File: src/rtl/dht11_responder_if.sv
// Data-line and payload bundle between the DHT11 responder and its host side.
// slave = responder view, master = host / board view.
interface dht11_responder_if;
    logic       dht_in;
    logic       dht_oe;
    logic [7:0] humi_int;
    logic [7:0] humi_dec;
    logic [7:0] temp_int;
    logic [7:0] temp_dec;
    logic       bad_sum;
    logic       busy;
    logic       frame_done;
    logic       collision;

    modport slave (
        input  dht_in, humi_int, humi_dec, temp_int, temp_dec, bad_sum,
        output dht_oe, busy, frame_done, collision
    );

    modport master (
        output dht_in, humi_int, humi_dec, temp_int, temp_dec, bad_sum,
        input  dht_oe, busy, frame_done, collision
    );
endinterface

File: src/rtl/dht11_responder.sv
// DHT11 sensor emulator: answers a host start pulse with the response preamble and a
// 40-bit frame, MSB first, open-drain; no backpressure, timing is set by the us prescaler.
module dht11_responder #(
    parameter int CLKS_PER_US   = 50,
    parameter int START_MIN_US  = 18000,
    parameter int TURNAROUND_US = 20,
    parameter int RESP_LOW_US   = 80,
    parameter int RESP_HIGH_US  = 80,
    parameter int BIT_LOW_US    = 50,
    parameter int BIT0_HIGH_US  = 26,
    parameter int BIT1_HIGH_US  = 70,
    parameter int COLL_GUARD_US = 5
) (
    input  logic             clk,
    input  logic             rst,
    dht11_responder_if.slave bus
);
    localparam int PW = (CLKS_PER_US > 1) ? $clog2(CLKS_PER_US) : 1;

    typedef enum logic [2:0] {
        IDLE, HOST_LOW, WAIT_RELEASE, RESP_LOW, RESP_HIGH, BIT_LOW, BIT_HIGH, END_LOW
    } state_t;

    state_t        state_q;
    logic [2:0]    sync_q;   // [0],[1] synchronizer stages, [2] previous synchronized level
    logic [PW-1:0] pre_q, pre_d;
    logic [15:0]   us_cnt_q, us_cnt_d;
    logic [39:0]   frame_q;
    logic [5:0]    idx_q;
    logic          dht_oe_q, busy_q, frame_done_q, collision_q;

    logic          line_s, fall_s, rise_s, us_tick, phase_end, coll_hit;
    logic [15:0]   phase_len;
    logic [7:0]    sum_c;

    assign line_s  = sync_q[1];
    assign fall_s  = sync_q[2] & ~sync_q[1];
    assign rise_s  = ~sync_q[2] & sync_q[1];
    assign us_tick = (pre_q == PW'(CLKS_PER_US - 1));
    assign pre_d   = us_tick ? '0 : pre_q + PW'(1);
    assign us_cnt_d = (us_tick && us_cnt_q != 16'hFFFF) ? us_cnt_q + 16'd1 : us_cnt_q;
    assign sum_c   = bus.humi_int + bus.humi_dec + bus.temp_int + bus.temp_dec;

    always_comb begin
        phase_len = 16'hFFFF;
        case (state_q)
            WAIT_RELEASE: phase_len = 16'(TURNAROUND_US);
            RESP_LOW:     phase_len = 16'(RESP_LOW_US);
            RESP_HIGH:    phase_len = 16'(RESP_HIGH_US);
            BIT_LOW:      phase_len = 16'(BIT_LOW_US);
            BIT_HIGH:     phase_len = frame_q[idx_q] ? 16'(BIT1_HIGH_US) : 16'(BIT0_HIGH_US);
            END_LOW:      phase_len = 16'(BIT_LOW_US);
            default:      phase_len = 16'hFFFF;
        endcase
    end

    // Phase ends on the N-th tick after entry; a foreign low past the guard beats it.
    assign phase_end = us_tick && (us_cnt_q >= phase_len - 16'd1);
    assign coll_hit  = (state_q == RESP_HIGH || state_q == BIT_HIGH) && !line_s
                       && (us_cnt_q >= 16'(COLL_GUARD_US));

    always_ff @(posedge clk) begin
        if (rst) begin
            state_q      <= IDLE;
            sync_q       <= '1;
            pre_q        <= '0;
            us_cnt_q     <= '0;
            frame_q      <= '0;
            idx_q        <= '0;
            dht_oe_q     <= 1'b0;
            busy_q       <= 1'b0;
            frame_done_q <= 1'b0;
            collision_q  <= 1'b0;
        end else begin
            sync_q       <= {sync_q[1:0], bus.dht_in};
            pre_q        <= pre_d;
            us_cnt_q     <= us_cnt_d;
            frame_done_q <= 1'b0;
            collision_q  <= 1'b0;
            case (state_q)
                IDLE: if (fall_s) begin
                    state_q  <= HOST_LOW;
                    us_cnt_q <= '0;
                end
                HOST_LOW: if (rise_s) begin
                    us_cnt_q <= '0;
                    if (us_cnt_q >= 16'(START_MIN_US)) begin
                        state_q <= WAIT_RELEASE;
                        busy_q  <= 1'b1;
                        frame_q <= {bus.humi_int, bus.humi_dec, bus.temp_int, bus.temp_dec,
                                    sum_c ^ {8{bus.bad_sum}}};
                    end else begin
                        state_q <= IDLE;
                    end
                end
                WAIT_RELEASE: if (fall_s) begin
                    state_q  <= HOST_LOW;
                    busy_q   <= 1'b0;
                    us_cnt_q <= '0;
                end else if (phase_end) begin
                    state_q  <= RESP_LOW;
                    dht_oe_q <= 1'b1;
                    us_cnt_q <= '0;
                end
                RESP_LOW: if (phase_end) begin
                    state_q  <= RESP_HIGH;
                    dht_oe_q <= 1'b0;
                    us_cnt_q <= '0;
                end
                RESP_HIGH, BIT_HIGH: if (coll_hit) begin
                    state_q     <= HOST_LOW;
                    dht_oe_q    <= 1'b0;
                    busy_q      <= 1'b0;
                    collision_q <= 1'b1;
                    us_cnt_q    <= '0;
                end else if (phase_end) begin
                    dht_oe_q <= 1'b1;
                    us_cnt_q <= '0;
                    if (state_q == RESP_HIGH) begin
                        state_q <= BIT_LOW;
                        idx_q   <= 6'd39;
                    end else if (idx_q == 6'd0) begin
                        state_q <= END_LOW;
                    end else begin
                        state_q <= BIT_LOW;
                        idx_q   <= idx_q - 6'd1;
                    end
                end
                BIT_LOW: if (phase_end) begin
                    state_q  <= BIT_HIGH;
                    dht_oe_q <= 1'b0;
                    us_cnt_q <= '0;
                end
                END_LOW: if (phase_end) begin
                    state_q      <= IDLE;
                    dht_oe_q     <= 1'b0;
                    busy_q       <= 1'b0;
                    frame_done_q <= 1'b1;
                    us_cnt_q     <= '0;
                end
                default: state_q <= IDLE;
            endcase
        end
    end

    assign bus.dht_oe     = dht_oe_q;
    assign bus.busy       = busy_q;
    assign bus.frame_done = frame_done_q;
    assign bus.collision  = collision_q;
endmodule

File: src/flat_wrapper.sv
// flat-port wrapper written by rule: the top's interface ports become plain ports
module dht11_responder_flat 
#(
    parameter int CLKS_PER_US   = 50,
    parameter int START_MIN_US  = 18000,
    parameter int TURNAROUND_US = 20,
    parameter int RESP_LOW_US   = 80,
    parameter int RESP_HIGH_US  = 80,
    parameter int BIT_LOW_US    = 50,
    parameter int BIT0_HIGH_US  = 26,
    parameter int BIT1_HIGH_US  = 70,
    parameter int COLL_GUARD_US = 5
)
  (clk, rst, bus_dht_in, bus_humi_int, bus_humi_dec, bus_temp_int, bus_temp_dec, bus_bad_sum, bus_dht_oe, bus_busy, bus_frame_done, bus_collision);
  dht11_responder_if bus_i ();
  input  logic clk;
  input  logic rst;
  input wire logic [$bits(bus_i.dht_in)-1:0] bus_dht_in;
  input wire logic [$bits(bus_i.humi_int)-1:0] bus_humi_int;
  input wire logic [$bits(bus_i.humi_dec)-1:0] bus_humi_dec;
  input wire logic [$bits(bus_i.temp_int)-1:0] bus_temp_int;
  input wire logic [$bits(bus_i.temp_dec)-1:0] bus_temp_dec;
  input wire logic [$bits(bus_i.bad_sum)-1:0] bus_bad_sum;
  output wire logic [$bits(bus_i.dht_oe)-1:0] bus_dht_oe;
  output wire logic [$bits(bus_i.busy)-1:0] bus_busy;
  output wire logic [$bits(bus_i.frame_done)-1:0] bus_frame_done;
  output wire logic [$bits(bus_i.collision)-1:0] bus_collision;
  assign bus_i.dht_in = bus_dht_in;
  assign bus_i.humi_int = bus_humi_int;
  assign bus_i.humi_dec = bus_humi_dec;
  assign bus_i.temp_int = bus_temp_int;
  assign bus_i.temp_dec = bus_temp_dec;
  assign bus_i.bad_sum = bus_bad_sum;
  assign bus_dht_oe = bus_i.dht_oe;
  assign bus_busy = bus_i.busy;
  assign bus_frame_done = bus_i.frame_done;
  assign bus_collision = bus_i.collision;
  dht11_responder #(.CLKS_PER_US(CLKS_PER_US), .START_MIN_US(START_MIN_US), .TURNAROUND_US(TURNAROUND_US), .RESP_LOW_US(RESP_LOW_US), .RESP_HIGH_US(RESP_HIGH_US), .BIT_LOW_US(BIT_LOW_US), .BIT0_HIGH_US(BIT0_HIGH_US), .BIT1_HIGH_US(BIT1_HIGH_US), .COLL_GUARD_US(COLL_GUARD_US)) u_core (.clk(clk), .rst(rst), .bus(bus_i));
endmodule
File: config.mk
export PLATFORM = sky130hd
export DESIGN_NAME = dht11_responder_flat
export DESIGN_NICKNAME = d
export VERILOG_FILES = /design/src/rtl/dht11_responder_if.sv /design/src/rtl/dht11_responder.sv /design/src/flat_wrapper.sv
export SDC_FILE = /design/constraint.sdc
export NUM_CORES = 1
export LEC_CHECK = 0
export BUFFER_PORTS_ARGS = -buffer_cell sky130_fd_sc_hd__buf_2
export CAP_MARGIN = 20
export CORE_MARGIN = 1.5
export CORE_UTILIZATION = 30
export DETAILED_ROUTE_END_ITERATION = 6
export SKIP_CTS_REPAIR_TIMING = 1
export SYNTH_ARGS = -nofsm -noshare
export SYNTH_HDL_FRONTEND = slang
export SYNTH_SLANG_ARGS = --single-unit
File: constraint.sdc
create_clock -name clk -period 9.51 [get_ports clk]
set_input_delay 0 -clock clk [delete_from_list [all_inputs] [get_ports clk]]
set_output_delay 0 -clock clk [all_outputs]
set_load 0.05 [all_outputs]
==> out/metrics.cfg <==
[status]
status = finished, final reports clean

[power_and_ir_drop]
swShare = 0.314
p_per_area_mw_per_mm2 = 167
p_int_mw = 0.652
clkPwrFrac = 0.383
pwr-share-seq = 0.370
p_comb_frac = 0.247
power_leakage_nw = 2.24
ir_worst_vdd_uv = 93.6
power.switching_mw = 0.298

[global_route]
grt_use_total = 0.142
grtUsageMet2 = 0.230
antenna_found_initial = 0
grt_pass1_wl_um = 18500
grt_util_met1 = 0.190
busiest_layer = met2
grt_remaining_overflow = 0
grt_pass1_vias = 3788
met3_usage = 0.0334
grt_max_degree = 57

[floorplan]
core-area_mm2 = 0.0152
die_x_um = 128
die_h_um = 128
num_io_pins = 40
start_util = 0.308
dieArea_mm2 = 0.0164
num_rows = 45

[clock_tree]
clock_path_buffers = 2
clk_latency_ns = 0.34
numCtsBuffers = 9
cts.clk_slew.worst_paths_ns = 0.06
cts_root_buf = clkbuf_16
cts_num_sinks = 78
cts_max_level = 3
cts_tree = built

[drt]
first_iter_violations = 228
remaining_drc_errors = 0
route.vias.total = 4021
ant_nets = 0
wl_per_cell_um = 14.8
wl_um = 11700
firstDrtPassIters = 5
viasPerCell = 5.08

[layout]
fill_cells = 1519
layout_common_cells = nand2_1 (97), dfxtp_1 (78), a21oi_1 (48)
mostFrequentLayoutCell = nand2_1
drive_gt1_frac = 0.129
n_antenna_cell = 0
nets = 679
final_area_mm2 = 0.00569
syn_to_final_growth_pct = 21.5

[timing]
fmax_ghz = 0.236
maxSlewViolCount = 0
rsz0062_at_grt = false
tns_ns = 0
hold_viol_final = 0
finalCriticalPeriod_ns = 4.24
max-slew-margin-rel = 0.278
skew_ns = 0.00928
finalWorstSetupSlack_ns = 5.27
setup_violations = 0
fin_crit_sh = 0.446
worst-slew-pin-transition_ns = 1.08

[place]
port_buffers = 39
dp_slack_ns = 5.21
dp_hpwl_um = 8650
gp_congestion = 0.884
placed_area_mm2 = 0.00505

[logic_synthesis]
yosysSeqAreaShare = 0.334
syn_avg_cell_area_um2 = 8.70
syn_inst = 538
synth.area.top_cells = dfxtp_1 (33%), ha_1 (8.3%), nand2_1 (7.8%)
synth_edf_count = 0
dominantRegCellSynth = dfxtp_1
synthesis.nets = 619
yosys_warnings = 0
yosysUniqueCellTypes = 57
synth_area_leader_cell = dfxtp_1
synthesis.area_mm2 = 0.00468
ys_ff_latch = 78
synthArstFlopShare = 0
netlist.area_leader.share = 0.334

[job]
maxCapViolCount = 0

[setup_path]
crit_path_max_incr_delay_ns = 0.81
startpoint = u_core.idx_q[0]$_SDFFE_PP0P_
cp.required_ns = 9.74
start_kind = flip-flop
crit_chain = mux4_2 -> a22oi_1 -> nand3_1 -> o31ai_1 -> nor2_1 -> a21o_1 -> ha_1 -> o21a_1 -> o2111ai_1 -> o211a_1 -> o211ai_1 -> buf_4 -> nor3_1
worstSetupPathType = reg2reg
end_kind = flip-flop
critPathArrivalTime_ns = 4.48
cp_slowest_cell = dfxtp_1
cp_max_fo = 13
r2r_start = u_core.idx_q[0]$_SDFFE_PP0P_

[min_path]
hp-class = in2reg
worstHoldStart = bus_humi_int[5]

==> flip-flops by register name, summed over array words and instances, names as in the netlist <==
| name | flops |
|---|---|
| u_core.sync_q | 3 |
| u_core.pre_q | 6 |
| u_core.state_q | 3 |
| u_core.bus.collision | 1 |
| u_core.idx_q | 6 |
| u_core.bus.busy | 1 |
| u_core.us_cnt_q | 16 |
| u_core.bus.frame_done | 1 |
| u_core.bus.dht_oe | 1 |
| u_core.frame_q | 40 |
==> stage by stage <==
step	instances	total power [mW]	hold WS, ns	util
floorplan	538	0.527	0.104	-
global placement	741	0.574	0.190	0.331
detailed placement	743	0.584	0.190	0.332
CTS	759	0.949	-0.170	0.353
global route	791	1.00	0.0279	0.374
finish	791	0.949	0.00348	0.374
==> worst paths after layout <==
kind	cells after the start	to	slack, ns
worst max-delay path	13	u_core.us_cnt_q[9]$_SDFF_PP0_	5.27
worst max register to register	13	u_core.us_cnt_q[9]$_SDFF_PP0_	5.27
worst min-delay path	3	u_core.frame_q[37]$_SDFFE_PP0P_	0.003
worst min register to register	1	u_core.sync_q[1]$_SDFF_PP1_	0.42
==> final cells by class <==
| type | instances | area [um2] | area share |
|---|---|---|---|
| clock buffer | 9 | 225 | 0.0396 |
| clock inverter | 7 | 87.6 | 0.0154 |
| tap | 188 | 235 | 0.0414 |
| multi-input combinational | 415 | 2960 | 0.520 |
| timing repair buffer | 74 | 546 | 0.0960 |
| sequential | 78 | 1560 | 0.275 |
| inverter | 20 | 75.1 | 0.0132 |
==> worst max-delay path, delay by kind of cell, from the launching register on <==
| kind | cells | cell delay [ns] |
|---|---|---|
| DFF | 1 | 0.81 |
| and+or+nand+nor | 3 | 0.28 |
| muxes | 1 | 0.60 |
| AOI/OAI and AO/OA | 7 | 1.91 |
| buffers and inverters | 1 | 0.28 |
| adders and majority gates | 1 | 0.27 |
==> cells by family after synthesis <==
| family | Yosys count | share of synthesized area |
|---|---|---|
| adders and majority gates | 45 | 0.143 |
| buffers and inverters | 45 | 0.0364 |
| AOI/OAI and AO/OA | 121 | 0.171 |
| and+or+nand+nor | 201 | 0.198 |
| DFF | 78 | 0.334 |
| other | 1 | 0.000801 |
| muxes | 12 | 0.0527 |
| xor gates and xnor gates | 35 | 0.0655 |
==> power groups by stage <==
stage	Combinational, mW	Clock (mW)	Sequential, mW
floorplan	0.184	0	0.343
global placement	0.216	0	0.358
detailed placement	0.226	0	0.359
CTS	0.227	0.371	0.351
global route	0.263	0.384	0.353
finish	0.235	0.364	0.351
==> cell usage after synthesis (2+ instances only) <==
cell / instances
a21oi_1: 48
o21a_1: 4
xnor2_1: 21
nand4b_1: 2
or3_1: 3
a31oi_1: 8
o211a_1: 3
and4_1: 2
nand3b_1: 2
dfxtp_1: 78
mux4_2: 10
nor3b_1: 2
o31ai_1: 4
nor3_1: 3
fa_1: 14
nor4_1: 2
ha_1: 31
xor2_1: 14
and3_1: 4
nor2_1: 43
inv_1: 20
a21o_1: 7
clkbuf_1: 23
nand4_1: 9
or2_2: 3
a21boi_0: 2
nand3_1: 13
nor2b_1: 5
a311oi_1: 3
o211ai_1: 3
o32a_1: 2
nand2_1: 97
o32ai_1: 2
o2111ai_1: 3
a211oi_1: 14
nand2b_1: 5
a22oi_1: 2
o21ai_0: 8
==> metal layers <==
metal  part of all wire  vias up  routed length (um)
li1                   -     2021                   -
met1               0.47     1880                5490
met2               0.47      105                5490
met3              0.047       15                 551
met4              0.013        0                 154
met5                  0        -                   0
No activity file was read; power rests on OpenSTA's default activity.
